===== src/rtl/ltc2320_pkg.sv =====
// Shared LTC2320 constants and types, reused by the capture scheduler and by
// the downstream FIFO / register blocks.
`timescale 1ns/1ps
package ltc2320_pkg;
  localparam int LTC2320_LANES      = 8;
  localparam int LTC2320_FRAME_BITS = 16;
  localparam int LTC2320_DATA_BITS  = 13;

  typedef logic [LTC2320_DATA_BITS-1:0] ain_word_t;
  typedef logic [2:0]                   ch_idx_t;
  typedef logic [LTC2320_LANES-1:0]     lane_mask_t;
endpackage


===== src/rtl/ltc2320_readout_scheduler_if.sv =====
// Word port between the LTC2320 scheduler and the adc_clkout-side FIFO write port.
//   out_valid   : word presented (master -> slave)
//   out_ready   : word accepted (slave -> master)
//   out_channel : channel index of the word
//   out_data    : DATA_BITS result
//   out_last    : last pending word of its frame
`timescale 1ns/1ps
interface ltc2320_readout_scheduler_if import ltc2320_pkg::*; #(
  parameter int DATA_BITS = LTC2320_DATA_BITS
) ();
  logic                 out_valid;
  logic                 out_ready;
  ch_idx_t              out_channel;
  logic [DATA_BITS-1:0] out_data;
  logic                 out_last;

  modport master (output out_valid, out_channel, out_data, out_last, input out_ready);
  modport slave  (input out_valid, out_channel, out_data, out_last, output out_ready);
endinterface


===== src/rtl/ltc2320_ch_pick.sv =====
// Fixed-priority pick: lowest set bit of the pending mask wins.
//   mask   : pending channel mask
//   idx    : index of the lowest set bit (0 when mask is empty)
//   any    : mask non-zero
//   onehot : exactly one bit set
`timescale 1ns/1ps
module ltc2320_ch_pick import ltc2320_pkg::*; (
  input  lane_mask_t mask,
  output ch_idx_t    idx,
  output logic       any,
  output logic       onehot
);
  always_comb begin
    idx = '0;
    for (int i = LTC2320_LANES - 1; i >= 0; i--)
      if (mask[i]) idx = ch_idx_t'(i);
  end

  assign any    = |mask;
  // clearing the lowest set bit leaves nothing only when a single bit was set
  assign onehot = any && ((mask & (mask - lane_mask_t'(1))) == '0);
endmodule


===== src/rtl/ltc2320_readout_scheduler.sv =====
// LTC2320 capture scheduler, clocked by the ADC's echoed adc_clkout.
// Deserialises 8 SDO lanes, latches each frame into a holding buffer and
// drains the enabled channels one word per cycle over a valid/ready port.
//   adc_clkout    : capture clock (bursty)
//   reset_150mhz  : async active-high reset
//   adc_sdo       : serial lanes, lane i = channel i, MSB first
//   ch_enable     : channel mask, sampled at frame end
//   out_if        : word port (master side)
//   overrun       : 1-cycle pulse, new frame arrived with words still pending
//   overrun_count : saturating overrun count, only with LTC2320_OVERRUN_COUNT_EN
// Optional macro: LTC2320_OVERRUN_COUNT_EN builds the 8-bit overrun counter;
// without it overrun_count is tied to 0.
`timescale 1ns/1ps
module ltc2320_readout_scheduler import ltc2320_pkg::*; #(
  parameter int FRAME_BITS = LTC2320_FRAME_BITS,
  parameter int DATA_BITS  = LTC2320_DATA_BITS   // must be < FRAME_BITS
) (
  input  logic                     adc_clkout,
  input  logic                     reset_150mhz,
  input  logic [LTC2320_LANES-1:0] adc_sdo,
  input  logic [LTC2320_LANES-1:0] ch_enable,
  ltc2320_readout_scheduler_if.master out_if,
  output logic                     overrun,
  output logic [7:0]               overrun_count
);
  localparam int CNT_W = (FRAME_BITS > 1) ? $clog2(FRAME_BITS) : 1;

  logic [CNT_W-1:0]                         bit_cnt;
  logic                                     frame_end;
  logic [LTC2320_LANES-1:0][DATA_BITS-1:0]  hold;
  lane_mask_t                               pending, take;
  ch_idx_t                                  sel;
  logic                                     any, onehot, accept;

  assign frame_end = (bit_cnt == CNT_W'(FRAME_BITS - 1));

  for (genvar i = 0; i < LTC2320_LANES; i++) begin : g_lane
    // The frame word is {sr, adc_sdo}; its MSB would age out on the very
    // edge it is used, so the shifter keeps only FRAME_BITS-1 bits and the
    // kept result bits sr[FRAME_BITS-2 -: DATA_BITS] equal word[15:3].
    logic [FRAME_BITS-2:0] sr;
    logic [DATA_BITS-1:0]  hold_q;

    always_ff @(posedge adc_clkout or posedge reset_150mhz) begin
      if (reset_150mhz) begin
        sr     <= '0;
        hold_q <= '0;
      end else begin
        sr <= {sr[FRAME_BITS-3:0], adc_sdo[i]};
        if (frame_end) hold_q <= sr[FRAME_BITS-2 -: DATA_BITS];
      end
    end

    assign hold[i] = hold_q;
  end

  ltc2320_ch_pick u_pick (
    .mask   (pending),
    .idx    (sel),
    .any    (any),
    .onehot (onehot)
  );

  assign accept = any && out_if.out_ready;
  assign take   = accept ? (lane_mask_t'(1) << sel) : '0;

  always_ff @(posedge adc_clkout or posedge reset_150mhz) begin
    if (reset_150mhz) begin
      bit_cnt <= '0;
      pending <= '0;
      overrun <= 1'b0;
    end else begin
      bit_cnt <= frame_end ? '0 : bit_cnt + CNT_W'(1);
      // a word accepted on the frame-end edge is delivered, not overrun
      overrun <= frame_end && ((pending & ~take) != '0);
      pending <= frame_end ? ch_enable : (pending & ~take);
    end
  end

  assign out_if.out_valid   = any;
  assign out_if.out_channel = sel;
  assign out_if.out_data    = hold[sel];
  assign out_if.out_last    = onehot;

`ifdef LTC2320_OVERRUN_COUNT_EN
  logic [7:0] ovr_cnt;
  always_ff @(posedge adc_clkout or posedge reset_150mhz) begin
    if (reset_150mhz)                  ovr_cnt <= '0;
    else if (overrun && ovr_cnt != '1) ovr_cnt <= ovr_cnt + 8'd1;
  end
  assign overrun_count = ovr_cnt;
`else
  assign overrun_count = '0;
`endif
endmodule


===== src/flat_wrapper.sv =====
// flat-port wrapper written by rule: the top's interface ports become plain ports
module ltc2320_readout_scheduler_flat import ltc2320_pkg::*;
#(
  parameter int FRAME_BITS = LTC2320_FRAME_BITS,
  parameter int DATA_BITS  = LTC2320_DATA_BITS                          
)
  (adc_clkout, reset_150mhz, adc_sdo, ch_enable, overrun, overrun_count, out_if_out_valid, out_if_out_channel, out_if_out_data, out_if_out_last, out_if_out_ready);
  ltc2320_readout_scheduler_if #(.DATA_BITS(DATA_BITS)) out_if_i ();
  input  logic adc_clkout;
  input  logic reset_150mhz;
  input  logic [LTC2320_LANES-1:0] adc_sdo;
  input  logic [LTC2320_LANES-1:0] ch_enable;
  output logic overrun;
  output logic [7:0] overrun_count;
  output wire logic [$bits(out_if_i.out_valid)-1:0] out_if_out_valid;
  output wire logic [$bits(out_if_i.out_channel)-1:0] out_if_out_channel;
  output wire logic [$bits(out_if_i.out_data)-1:0] out_if_out_data;
  output wire logic [$bits(out_if_i.out_last)-1:0] out_if_out_last;
  input wire logic [$bits(out_if_i.out_ready)-1:0] out_if_out_ready;
  assign out_if_out_valid = out_if_i.out_valid;
  assign out_if_out_channel = out_if_i.out_channel;
  assign out_if_out_data = out_if_i.out_data;
  assign out_if_out_last = out_if_i.out_last;
  assign out_if_i.out_ready = out_if_out_ready;
  ltc2320_readout_scheduler #(.FRAME_BITS(FRAME_BITS), .DATA_BITS(DATA_BITS)) u_core (.adc_clkout(adc_clkout), .reset_150mhz(reset_150mhz), .adc_sdo(adc_sdo), .ch_enable(ch_enable), .out_if(out_if_i), .overrun(overrun), .overrun_count(overrun_count));
endmodule

===== config.mk =====
export PLATFORM = sky130hd
export DESIGN_NAME = ltc2320_readout_scheduler_flat
export DESIGN_NICKNAME = d
export VERILOG_FILES = /design/src/rtl/ltc2320_pkg.sv /design/src/rtl/ltc2320_readout_scheduler_if.sv /design/src/rtl/ltc2320_ch_pick.sv /design/src/rtl/ltc2320_readout_scheduler.sv /design/src/flat_wrapper.sv
export SDC_FILE = /design/constraint.sdc
export NUM_CORES = 1
export LEC_CHECK = 0
export ABC_AREA = 0
export CAP_MARGIN = 30
export CORE_MARGIN = 5
export CORE_UTILIZATION = 26
export DETAILED_ROUTE_END_ITERATION = 12
export PLACE_DENSITY = 0.47
export SYNTH_ARGS = -nofsm -noshare
export SYNTH_HDL_FRONTEND = slang
export SYNTH_SLANG_ARGS = --single-unit

===== constraint.sdc =====
create_clock -name adc_clkout -period 8.35 [get_ports adc_clkout]
set_input_delay 1.67 -clock adc_clkout [delete_from_list [all_inputs] [get_ports adc_clkout]]
set_output_delay 1.67 -clock adc_clkout [all_outputs]
set_load 0.005 [all_outputs]

# Word level (Yosys, flattened, before mapping)
# Index checks and enable logic that the tools add are counted.
classes:
  add_sub_neg: 2
  mul: 0
  div_mod_pow: 0
  order_cmp: 1
  n_eq_ne: 1
  n_shift: 1
  muxes: 13
  n_bitwise: 3
  n_reduce_logical: 6
op_table:
  columns: ["cell", "n"]
  rows:
  - ["binary-select mux 13 bit (select 3 bit)", 1]
  - ["two-way mux 3 bit", 8]
  - ["bitwise AND 8 bit", 2]
  - ["two-way mux 8 bit", 2]
  - ["two-way mux 13 bit", 1]
  - ["logical NOT 8 bit", 1]
  - ["inverter 8 bit", 1]
  - ["nonzero test 8 bit", 1]
  - ["OR reduction 8 bit", 1]
  - ["<< shifter 1 x 3 -> 8 bit, first input constant", 1]
  - ["subtractor 8 x 1 -> 8 bit, second input constant", 1]
  - ["adder 4 x 1 -> 4 bit, second input constant", 1]
  - ["equality test 4 bit, second input constant", 1]
  - ["less-than comparator 3 x 4 -> 1 bit, second input constant", 1]
  - ["two-way mux 4 bit", 1]
  - ["logical AND 1 bit", 3]
totals:
  reg_bits: 237
  latchBits: 0
  ramBits: 0
  rom_bits: 0
  out_inout_bits: 27
  mem_count: 0

# Logic depth before layout (Yosys ltp)
# Gate-level depths: netlist (run 1).
depth:
  depth_word: 14
  depth_mapped: 9
  ltp_nobuf: 6

# Hierarchy
# From an unflattened synthesis (run 1), not the netlist that was laid out.
hier_totals:
  cells_unflattened: 704
  area_unflattened_um2: 8573.2
modules_own_cells:
  columns: ["mod", "instances", "cells_each", "area_each_um2", "seq_area_each_um2"]
  rows:
  - ["ltc2320_readout_scheduler", 1, 680, 8410.6, 5930.7]
  - ["ltc2320_ch_pick", 1, 24, 162.7, 0.0]

# Worst setup path after synthesis (run 1)
# No wires, ideal clock.
synth_timing:
  path_type: "register -> output"
  startpoint: "register u_core.pending[6]"
  endpoint: "output port out_if_out_data[11]"
  arrival_ns: 2.005
  required_ns: 6.680
  setup_slack_ns: 4.675
  path_stages_with_launch: 8
  cell_sequence: "dfrtp_1 nand2b_1 a221oi_4 buf_6 mux2_2 a221o_1 a21oi_1 a21oi_1"
synth_between:
  elab_chain_cells: 9
synth_lines:
  columns: ["element", "line_no", "text"]
  rows:
  - ["from (decl)", "ltc2320_readout_scheduler.sv:31", "lane_mask_t pending, take;"]
  - ["from (signal assigned)", "ltc2320_readout_scheduler.sv:76", "pending <= frame_end ? ch_enable : (pending & ~take);"]
  - ["two-way mux 3 bit (7 in series)", "ltc2320_ch_pick.sv:16", "if (mask[i]) idx = ch_idx_t'(i);"]
  - ["binary-select mux 13 bit (select 3 bit)", "ltc2320_readout_scheduler.sv:82", "assign out_if.out_data = hold[sel];"]
  - ["two-way mux 13 bit (implied by the code)", "ltc2320_readout_scheduler.sv:82", null]
  - ["to (decl)", "flat_wrapper.sv:17", "output wire logic [$bits(out_if_i.out_data)-1:0] out_if_out_data;"]
# Every way passes these cells. The select of a mux whose other input is x is not followed.

# Worst setup path in the final report (run 1)
layout_timing:
  startpoint: "register u_core.pending[7]"
  endpoint: "output port out_if_out_data[1]"
layout_between:
  elab_chain_cells: 10
layout_lines:
  columns: ["element", "line_no"]
  rows:
  - ["two-way mux 3 bit (8 in series)", "ltc2320_ch_pick.sv:16"]
  - ["binary-select mux 13 bit (select 3 bit)", "ltc2320_readout_scheduler.sv:82"]
  - ["two-way mux 13 bit (implied by the code)", "ltc2320_readout_scheduler.sv:82"]
# Every way passes these cells. The select of a mux whose other input is x is not followed.

==> results by group, run 1 <==
Setup path
  • Worst path bufs/invs: 2
  • Critical path cell sequence: nor2_1 -> o31ai_4 -> buf_4 -> o21bai_1 -> a221oi_1 -> o21a_1 -> a221oi_1 -> clkdlybuf4s50_1
  • Worst Path Max Fanout: 21
  • Type of origin of the critical path: flip-flop
  • Worst stage delay on the critical path: 0.67 ns
  • CP Capture Type: output port
  • R2R Path End: u_core.pending[6]
  • Worst EP required: 6.68 ns
  • R2R Path Start: u_core.bit_cnt[0]
  • Worst setup path class: flip-flop to output port
  • Worst reg-to-reg path cell count: 4
  • Worst EP arrival: 3.91 ns
  • Crit-path slowest cell: o21bai_1
  • R2r setup slk: 5.74 ns
  • Delay-heaviest family, CP: compound AO/OA/AOI/OAI gates
  • Cell mode on critical path: a221oi_1

Global route
  • All-Layer GR Usage: 0.106
  • Number of global-route vias before repair: 5918
  • First-pass GRT wire length: 33200 um
  • GRT overflow: 0
  • Antenna violations before repair: 0
  • Largest net degree at the start of global routing: 129

Die
  • Io pins: 46
  • Total die area: 0.0381 sq mm
  • Rows: 67
  • Initial Util: 0.265
  • DIE WIDTH: 195 um
  • Die H: 195 um
  • Core Box Area: 0.0337 sq mm

Timing
  • Achievable Freq: 179 MHz
  • Slew headroom: 0.315
  • Worst Skew: 0.00727 ns
  • Tightest Pin Transition: 1.03 ns
  • Slew Viols, Final: 0
  • Final min period: 5.58 ns
  • Hold Fails Final Rpt: 0
  • Final critical-path share of the clock period: 0.668
  • RSZ-0062 raised after global routing: no
  • Final setup viols: 0
  • Fin Setup TNS: 0 ns

Detailed routing
  • Initial DRC Count: 355
  • Remaining antenna violation count: 0
  • Vias per inst: 4.30
  • DRC viols: 0
  • Drt total wl: 20400 um
  • Via count: 5598
  • Routed len/inst: 15.7 um
  • DR pass1 iterations: 4

Final layout
  • Most common cell after layout, fill and taps aside: nand2_1
  • Share of layout cells above drive strength 1: 0.122
  • Area Overhead vs Synth: 19.1%
  • Fin nets: 857
  • Commonest cells after routing, fill and taps aside: nand2_1 (296), dfrtp_1 (237), o21ai_0 (39)
  • Final core occ: 0.315
  • N_diodes: 0

Yosys
  • Top FF cell, synth: dfrtp_1
  • Flops & latches, synth: 237
  • Synth area leaders: dfrtp_1 (66%), nand2_1 (12%), a221oi_2 (3.2%), mux2_2 (2.8%), o21ai_0 (2.2%)
  • Post-synthesis xor/xnor area fraction: 0.000981
  • Simple-gate portion of the synthesized area: 0.156
  • Mux cell area share after synthesis: 0.0328
  • Yosys cell types: 46
  • Mean Syn Cell Area: 11.1 sq um
  • Synth Area in Compound Gates: 0.0970
  • Largest family of logic cells by synthesized area: simple AND/OR/NAND/NOR gates
  • Async SR Flop Fraction: 1.00
  • Area leader, netlist: dfrtp_1
  • Seq/Total Area, Yosys: 0.665
  • EDFF count, synth: 0
  • Mapped Area: 0.00892 sq mm
  • Synth top area share: 0.665
  • Area share of fa/ha/maj cells after synthesis: 0.00477
  • YS warnings: 0
  • Post-Synthesis Cells: 802

Clocking
  • Post-CTS Setup Bufs: 0
  • CTS tree: done
  • Clock transition at path regs: 0.06 ns
  • PostCTS Resize Cnt: 0
  • Num Clock Sinks: 237
  • CTS buffer count: 25
  • Htree depth: 1
  • Root Buffer: clkbuf_16
  • Clk buf depth: 3
  • Clock latency on the worst-skew pair: 0.52 ns
  • Hold_buf cts: 0

Worst hold path
  • WHS Endpoint: u_core.g_lane[6].sr[1]
  • HP Start: u_core.g_lane[6].sr[0]
  • Hold Crit Depth: 0
  • Worst Hold Class: flip-flop to flip-flop

Placed design
  • Buffers on Ports: 37
  • Placer Congestion: 0.823
  • Post-DP HPWL: 12600 um

Flow run
  • Max_cap viols: 0

Run status
  • Status: completed

Power
  • Total power per unit cell area: 236 mW/mm^2
  • Worst vdd ir: 176 uV
  • Static leakage: 4.82 nW
how the worst max path moves through the flow:
stage	from	endpoint	slack, ns	cells past startpoint
floorplan	reset_150mhz	u_core.bit_cnt[0]	0.18	1
global placement	u_core.pending[6]	out_if_out_data[0]	3.03	7
detailed placement	u_core.pending[6]	out_if_out_data[2]	2.90	7
CTS	u_core.pending[6]	out_if_out_data[2]	2.33	7
global route	u_core.pending[6]	out_if_out_data[2]	2.59	8
finish	u_core.pending[7]	out_if_out_data[1]	2.77	8
cell families (layout without fill, tap and decap cells):
| family | count (synthesis) | after routing |
|---|---|---|
| DFF | 237 | 237 |
| muxes | 26 | 26 |
| other | 1 | 8 |
| xor gates and xnor gates | 1 | 1 |
| AOI/OAI and AO/OA | 104 | 104 |
| buffers and inverters | 84 | 130 |
| and+or+nand+nor | 345 | 345 |
| adders and majority gates | 4 | 4 |
flip-flops by register name, summed over array words and instances, names as in the netlist:
name,cells
u_core.g_lane.sr,120
u_core.g_lane.hold_q,104
u_core.pending,8
u_core.bit_cnt,4
u_core.overrun,1
per-stage QoR:
| stage | instances | hold WS (ns) | total power (W) | cell area [sq um] | setup slack [ns] |
|---|---|---|---|---|---|
| floorplan | 809 | 0.331 | 0.00138 | 8950 | 0.177 |
| CTS | 1301 | 0.351 | 0.00254 | 10600 | 2.33 |
| detailed placement | 1256 | 0.337 | 0.00147 | 9790 | 2.90 |
| finish | 1303 | 0.348 | 0.00251 | 10600 | 2.77 |
| global placement | 1252 | 0.334 | 0.00146 | 9710 | 3.03 |
| global route | 1303 | 0.353 | 0.00262 | 10600 | 2.59 |
layer usage:
metal	share of wire	global-route usage	wire, um
met5	0	0	0
met4	0.028	0.0272	569
met3	0.046	0.0202	932
met2	0.47	0.174	9590
met1	0.46	0.146	9340
power breakdown:
group | internal [W] | leakage (nW) | switching, W
sequential | 0.00121 | 2.77 | 0.0000346
clock | 0.000605 | 0.378 | 0.000454
combinational | 0.0000921 | 1.67 | 0.000114
total | 0.00190 | 4.82 | 0.000603
area by class of cell:
class	count	area (sq um)
Clock buffer	36	727
Timing Repair Buffer	50	552
Clock inverter	9	58.8
Inverter	35	139
Fill cell	3491	23100
Multi-Input combinational cell	488	2660
Sequential cell	237	5930
Tap cell	448	561
synth_stat cells (all sizes together) (2+ instances only):
cell and n:
or2 2, a21oi 4, nand2 296, buf 20, dfrtp 237, or4 2
mux2 26, nor2b 17, nand3 6, o21ai 39, inv 35, nor2 12
nor3 3, maj3 3, a221oi 38, nand2b 2, clkbuf 29, a21o 2
o21a 12
Note: power is estimated with default switching activity, not from simulation.
==> run 2, diff against run 1 <==
--- a/config.mk
+++ b/config.mk
@@ -10,7 +10,7 @@
 export CORE_MARGIN = 5
 export CORE_UTILIZATION = 26
 export DETAILED_ROUTE_END_ITERATION = 12
-export PLACE_DENSITY = 0.47
+export PLACE_DENSITY = 0.46
 export SYNTH_ARGS = -nofsm -noshare
 export SYNTH_HDL_FRONTEND = slang
 export SYNTH_SLANG_ARGS = --single-unit
==> constraint.sdc (replaced) <==
create_clock -name adc_clkout -period 5.8 [get_ports adc_clkout]
set_input_delay 1.16 -clock adc_clkout [delete_from_list [all_inputs] [get_ports adc_clkout]]
set_output_delay 1.16 -clock adc_clkout [all_outputs]
set_load 0.005 [all_outputs]
==> results by group, run 2 (same netlist as run 1, synthesis figures left out) <==
Timing
  • Final critical-path share of the clock period: 0.864
  • RSZ-0062 raised after global routing: no
  • Hold Fails Final Rpt: 0 (unchanged)
  • Tightest Pin Transition: 1.15 ns (+0.122 ns)
  • Fin worst setup slack: 0.789 ns (-1.98 ns)
  • Achievable Freq: 200 MHz
  • Worst Skew: 0.00991 ns (+0.00264 ns)
  • Final setup viols: 0 (unchanged)
  • Final min period: 5.01 ns
  • Slew Viols, Final: 0 (unchanged)
  • Fin Setup TNS: 0 ns (unchanged)
  • Slew headroom: 0.233 (-0.0815)

Clocking
  • Clock latency on the worst-skew pair: 0.52 ns (about the same)
  • Clk buf depth: 3 (unchanged)
  • Root Buffer: clkbuf_16
  • Num Clock Sinks: 237 (unchanged)
  • CTS buffer count: 25 (unchanged)
  • CTS tree: done
  • PostCTS Resize Cnt: 0 (unchanged)
  • Hold_buf cts: 0 (unchanged)
  • Post-CTS Setup Bufs: 0 (unchanged)
  • Clock transition at path regs: 0.07 ns (about the same)
  • Htree depth: 1 (unchanged)

Setup path
  • R2r setup slk: 3.25 ns (-2.49 ns)
  • Worst Path Max Fanout: 15 (-29%)
  • Worst reg-to-reg path cell count: 5 (+1)
  • CP Capture Type: output port
  • R2R Path End: u_core.g_lane[0].hold_q[1]
  • Type of origin of the critical path: flip-flop
  • R2R Path Start: u_core.bit_cnt[0]
  • Worst setup path class: flip-flop to output port
  • Worst EP required: 4.64 ns (-2.04 ns)
  • Worst EP arrival: 3.85 ns (-0.06 ns)

Power
  • Sw frac: 0.235 (-0.00592)
  • Comb power frac: 0.079 (-0.003)
  • Worst vdd ir: 197 uV (+12%)
  • P_sw: 0.000859 W (+43%)
  • P_int: 0.00280 W (+47%)
  • Static leakage: 4.84 nW (+0.34%)
  • Reg power frac: 0.487 (-0.008)
  • Total power per unit cell area: 344 mW/mm^2 (+46%)
  • Clock share of power: 0.433 (+0.010)

Placed design
  • Buffers on Ports: 37 (unchanged)
  • Post-DP HPWL: 12400 um (-1.9%)
  • Post-Place Worst Slack: 1.36 ns (-1.54 ns)
  • # placed instances: 1255 (-0.080%)
  • Placer Congestion: 0.782 (-5.0%)

Global route
  • Number of global-route vias before repair: 5523 (-6.7%)
  • Largest net degree at the start of global routing: 180 (+40%)
  • First-pass GRT wire length: 31900 um (-3.8%)
  • All-Layer GR Usage: 0.103 (-0.00288)
  • Antenna violations before repair: 0 (unchanged)
  • GRT overflow: 0 (unchanged)

Die
  • Io pins: 46 (unchanged)
  • Rows: 67 (unchanged)
  • Core Box Area: 0.0337 sq mm (unchanged)
  • Initial Util: 0.265 (unchanged)
  • Die H: 195 um (unchanged)
  • Total die area: 0.0381 sq mm (unchanged)
  • DIE WIDTH: 195 um (unchanged)

Final layout
  • Post-Layout Cell Count: 1303 (unchanged)
  • Commonest cells after routing, fill and taps aside: nand2_1 (296), dfrtp_1 (237), o21ai_0 (39)
  • Max reg flops: 120 (unchanged)
  • Fin nets: 856 (-0.12%)
  • Biggest regs: u_core.g_lane.sr (120), u_core.g_lane.hold_q (104), u_core.pending (8)
  • Share of layout cells above drive strength 1: 0.124 (+0.00234)
  • Most common cell after layout, fill and taps aside: nand2_1
  • N_diodes: 0 (unchanged)
  • Biggest register: u_core.g_lane.sr
  • Area Overhead vs Synth: 19.1% (about the same)

Worst hold path
  • WHS Endpoint: u_core.g_lane[0].sr[1]
  • HP Start: u_core.g_lane[0].sr[0]
  • Worst Hold Class: flip-flop to flip-flop
  • Hold Crit Depth: 0 (unchanged)

Detailed routing
  • DRC viols: 0 (unchanged)
  • Routed len/inst: 15.2 um (-2.9%)
  • Via count: 5543 (-0.98%)
  • Remaining antenna violation count: 0 (unchanged)
  • DR pass1 iterations: 4 (unchanged)
  • Initial DRC Count: 375 (+5.6%)
  • Drt total wl: 19800 um (-2.9%)
  • Vias per inst: 4.25 (-0.98%)

Flow run
  • Max_cap viols: 0 (unchanged)

Run status
  • Status: completed
[run 2: power groups by stage]
stage / Sequential, W / Combinational (W) / Clock, W
global placement: 0.00182 / 0.000292 / 0
floorplan: 0.00180 / 0.000193 / 0
global route: 0.00179 / 0.000327 / 0.00172
detailed placement: 0.00182 / 0.000295 / 0
finish: 0.00179 / 0.000291 / 0.00159
CTS: 0.00179 / 0.000296 / 0.00164
[run 2: cell type report]
class	count	area, sq um
multi-input combinational	488	2660
clock buffer	36	747
fill	3450	23100
tap	448	561
clock inverter	10	81.3
inverter	35	135
timing repair buffer	49	517
sequential	237	5930
[run 2: routing by layer]
metal	vias up	GRT usage	wire, um
met5	-	0	0
met1	2734	0.150	9540
met3	38	0.0205	768
met2	95	0.160	9050
met4	0	0.0256	482
li1	2676	-	-
[run 2: how the worst max path moves through the flow]
stage | startpoint | end | slack [ns] | cells after the start
floorplan | reset_150mhz | u_core.bit_cnt[0] | 1.53 | 1
global placement | u_core.pending[5] | out_if_out_data[3] | 1.43 | 8
detailed placement | u_core.pending[1] | out_if_out_data[1] | 1.36 | 7
CTS | u_core.pending[1] | out_if_out_data[1] | 0.78 | 7
global route | u_core.pending[1] | out_if_out_data[1] | 0.53 | 7
finish | u_core.pending[1] | out_if_out_data[1] | 0.79 | 7
[run 2: critical path: stages, from the launching register on]
cell             delay [ns]
dfrtp_1                0.56
nor4_1                 0.46
nand2_1                0.51
inv_1                  0.35
a221oi_1               0.10
o21a_1                 0.21
a221oi_1               0.49
clkdlybuf4s50_1        0.62
[run 2: metrics by stage]
stage	util	total power, W	hold WS [ns]	instance area (sq um)
5_1_grt	0.316	0.00384	0.350	10600
3_5_place_dp	0.289	0.00211	0.335	9750
4_1_cts	0.314	0.00373	0.349	10600
3_3_place_gp	0.289	0.00211	0.334	9740
6_report	0.316	0.00366	0.346	10600
2_1_floorplan	-	0.00199	0.331	8950
==> run 3, diff against run 2 <==
--- a/config.mk
+++ b/config.mk
@@ -6,7 +6,7 @@
 export NUM_CORES = 1
 export LEC_CHECK = 0
 export ABC_AREA = 0
-export CAP_MARGIN = 30
+export CAP_MARGIN = 20
 export CORE_MARGIN = 5
 export CORE_UTILIZATION = 26
 export DETAILED_ROUTE_END_ITERATION = 12
==> results by group, run 3 (same netlist as run 1, synthesis figures left out) <==
Power
  • Total power per unit cell area: 357 mW/mm^2 (+3.7%)
  • Reg power frac: 0.470 (-0.017)
  • Clock share of power: 0.455 (+0.022)
  • Sw frac: 0.230 (-0.00481)
  • Static leakage: 4.83 nW (-0.11%)
  • Post-layout total power: 0.00380 W (+3.8%)
  • P_int: 0.00293 W (+4.4%)
  • Worst vdd ir: 202 uV (+2.1%)
  • Comb power frac: 0.075 (-0.004)
  • P_sw: 0.000874 W (+1.7%)

Global route
  • Number of global-route vias before repair: 5683 (+2.9%)
  • All-Layer GR Usage: 0.103 (-0.000305)
  • Antenna violations before repair: 0 (unchanged)
  • Largest net degree at the start of global routing: 180 (unchanged)
  • First-pass GRT wire length: 32100 um (+0.60%)
  • GRT overflow: 0 (unchanged)

Setup path
  • R2R Path End: u_core.g_lane[0].hold_q[1]
  • Type of origin of the critical path: flip-flop
  • Worst EP arrival: 3.90 ns (+0.05 ns)
  • Worst EP required: 4.64 ns (about the same)
  • R2R Path Start: u_core.bit_cnt[0]
  • CP Capture Type: output port
  • Worst setup path class: flip-flop to output port
  • R2r setup slk: 3.21 ns (-0.04 ns)
  • Worst reg-to-reg path cell count: 5 (unchanged)
  • Worst Path Max Fanout: 15 (unchanged)

Placed design
  • Post-DP HPWL: 12300 um (-0.26%)
  • Placer Congestion: 0.782 (unchanged)
  • # placed instances: 1254 (-0.080%)
  • Buffers on Ports: 37 (unchanged)
  • Placed Area: 0.00974 sq mm (-0.12%)

Flow run
  • Max_cap viols: 0 (unchanged)

Clocking
  • Clock transition at path regs: 0.06 ns (about the same)
  • PostCTS Resize Cnt: 0 (unchanged)
  • Hold_buf cts: 0 (unchanged)
  • Root Buffer: clkbuf_16
  • Post-CTS Setup Bufs: 0 (unchanged)
  • CTS tree: done
  • Htree depth: 1 (unchanged)
  • Num Clock Sinks: 237 (unchanged)
  • Clk buf depth: 3 (unchanged)
  • Clock latency on the worst-skew pair: 0.52 ns (about the same)
  • CTS buffer count: 26 (+4.0%)

Final layout
  • Biggest register: u_core.g_lane.sr
  • Area Overhead vs Synth: 19.3%
  • Final core occ: 0.316 (+0.000334)
  • N_diodes: 0 (unchanged)
  • Commonest cells after routing, fill and taps aside: nand2_1 (296), dfrtp_1 (237), o21ai_0 (39)
  • Most common cell after layout, fill and taps aside: nand2_1
  • Share of layout cells above drive strength 1: 0.119 (-0.00543)
  • Biggest regs: u_core.g_lane.sr (120), u_core.g_lane.hold_q (104), u_core.pending (8)
  • Max reg flops: 120 (unchanged)
  • Fillers: 3483 (+0.96%)
  • Post-Layout Cell Count: 1300 (-0.23%)
  • Finished Cell Area: 0.0106 sq mm (+0.11%)
  • Fin nets: 854 (-0.23%)

Timing
  • Worst Skew: 0.00748 ns (-0.00242 ns)
  • Final min period: 5.06 ns (+0.0437 ns)
  • Hold Fails Final Rpt: 0 (unchanged)
  • Final setup viols: 0 (unchanged)
  • Slew headroom: 0.296 (+0.0623)
  • Achievable Freq: 198 MHz (-0.86%)
  • RSZ-0062 raised after global routing: no
  • Fin Setup TNS: 0 ns (unchanged)
  • Slew Viols, Final: 0 (unchanged)
  • Final critical-path share of the clock period: 0.872 (+0.00753)
  • Tightest Pin Transition: 1.06 ns (-0.0935 ns)

Detailed routing
  • Remaining antenna violation count: 0 (unchanged)
  • DRC viols: 0 (unchanged)
  • Drt total wl: 20000 um (+0.89%)
  • Vias per inst: 4.27 (+0.39%)
  • Initial DRC Count: 286 (-24%)
  • Via count: 5552 (+0.16%)
  • Routed len/inst: 15.4 um (+1.1%)
  • DR pass1 iterations: 4 (unchanged)

Die
  • DIE WIDTH: 195 um (unchanged)
  • Initial Util: 0.265 (unchanged)
  • Io pins: 46 (unchanged)
  • Die H: 195 um (unchanged)
  • Core Box Area: 0.0337 sq mm (unchanged)
  • Total die area: 0.0381 sq mm (unchanged)
  • Rows: 67 (unchanged)

Worst hold path
  • Hold Crit Depth: 0 (unchanged)
  • Worst Hold Class: flip-flop to flip-flop
  • WHS Endpoint: u_core.g_lane[7].sr[1]
  • HP Start: u_core.g_lane[7].sr[0]

Run status
  • Status: completed
[run 3: changes by cell type in the layout (fill, tap and decap cells not counted), sizes merged]
cell / delta
clkinv: -3
buf: -3
bufinv: +3
[run 3: layer usage]
layer	up-vias	global-route usage	share of wire	routed length [um]
met5	-	0	0	0
met4	0	0.0277	0.027	535
met3	37	0.0212	0.043	859
met2	94	0.162	0.46	9120
met1	2754	0.146	0.47	9500
li1	2667	-	-	-
[run 3: how the worst max path moves through the flow]
stage | depth (start not counted) | from | end | slack [ns]
after floorplan | 1 | reset_150mhz | u_core.bit_cnt[0] | 1.53
after global placement | 8 | u_core.pending[5] | out_if_out_data[3] | 1.43
after detailed placement | 7 | u_core.pending[1] | out_if_out_data[1] | 1.34
after CTS | 7 | u_core.pending[1] | out_if_out_data[1] | 0.75
after global routing | 7 | u_core.pending[1] | out_if_out_data[1] | 0.52
final | 7 | u_core.pending[1] | out_if_out_data[1] | 0.74
[run 3: critical path, cell delays in order, from the launching register on]
cell,delay (ns)
dfrtp_1,0.56
nor4_1,0.48
nand2_1,0.52
inv_1,0.35
a221oi_1,0.10
o21a_1,0.21
a221oi_1,0.52
clkdlybuf4s50_1,0.63
[run 3: area by class of cell]
type	count	area (sq um)	area share
Clock buffer	36	738	0.0694
Clock inverter	10	168	0.0158
Inverter	35	135	0.0127
Multi-Input combinational cell	488	2660	0.250
Sequential cell	237	5930	0.557
Tap cell	448	561	0.0527
Timing Repair Buffer	46	450	0.0423
[run 3: power by group through the flow]
stage                     clock (W)  sequential [W]  combinational [W]
final                       0.00173         0.00179           0.000285
after global routing        0.00186         0.00180           0.000320
after CTS                   0.00179         0.00179           0.000295
after detailed placement          0         0.00182           0.000293
after global placement            0         0.00182           0.000292
after floorplan                   0         0.00180           0.000193
[run 3: stage by stage]
| stage | setup slack (ns) | hold WS, ns |
|---|---|---|
| detailed placement | 1.34 | 0.335 |
| floorplan | 1.53 | 0.331 |
| CTS | 0.745 | 0.348 |
| global route | 0.519 | 0.352 |
| global placement | 1.43 | 0.334 |
| finish | 0.745 | 0.346 |
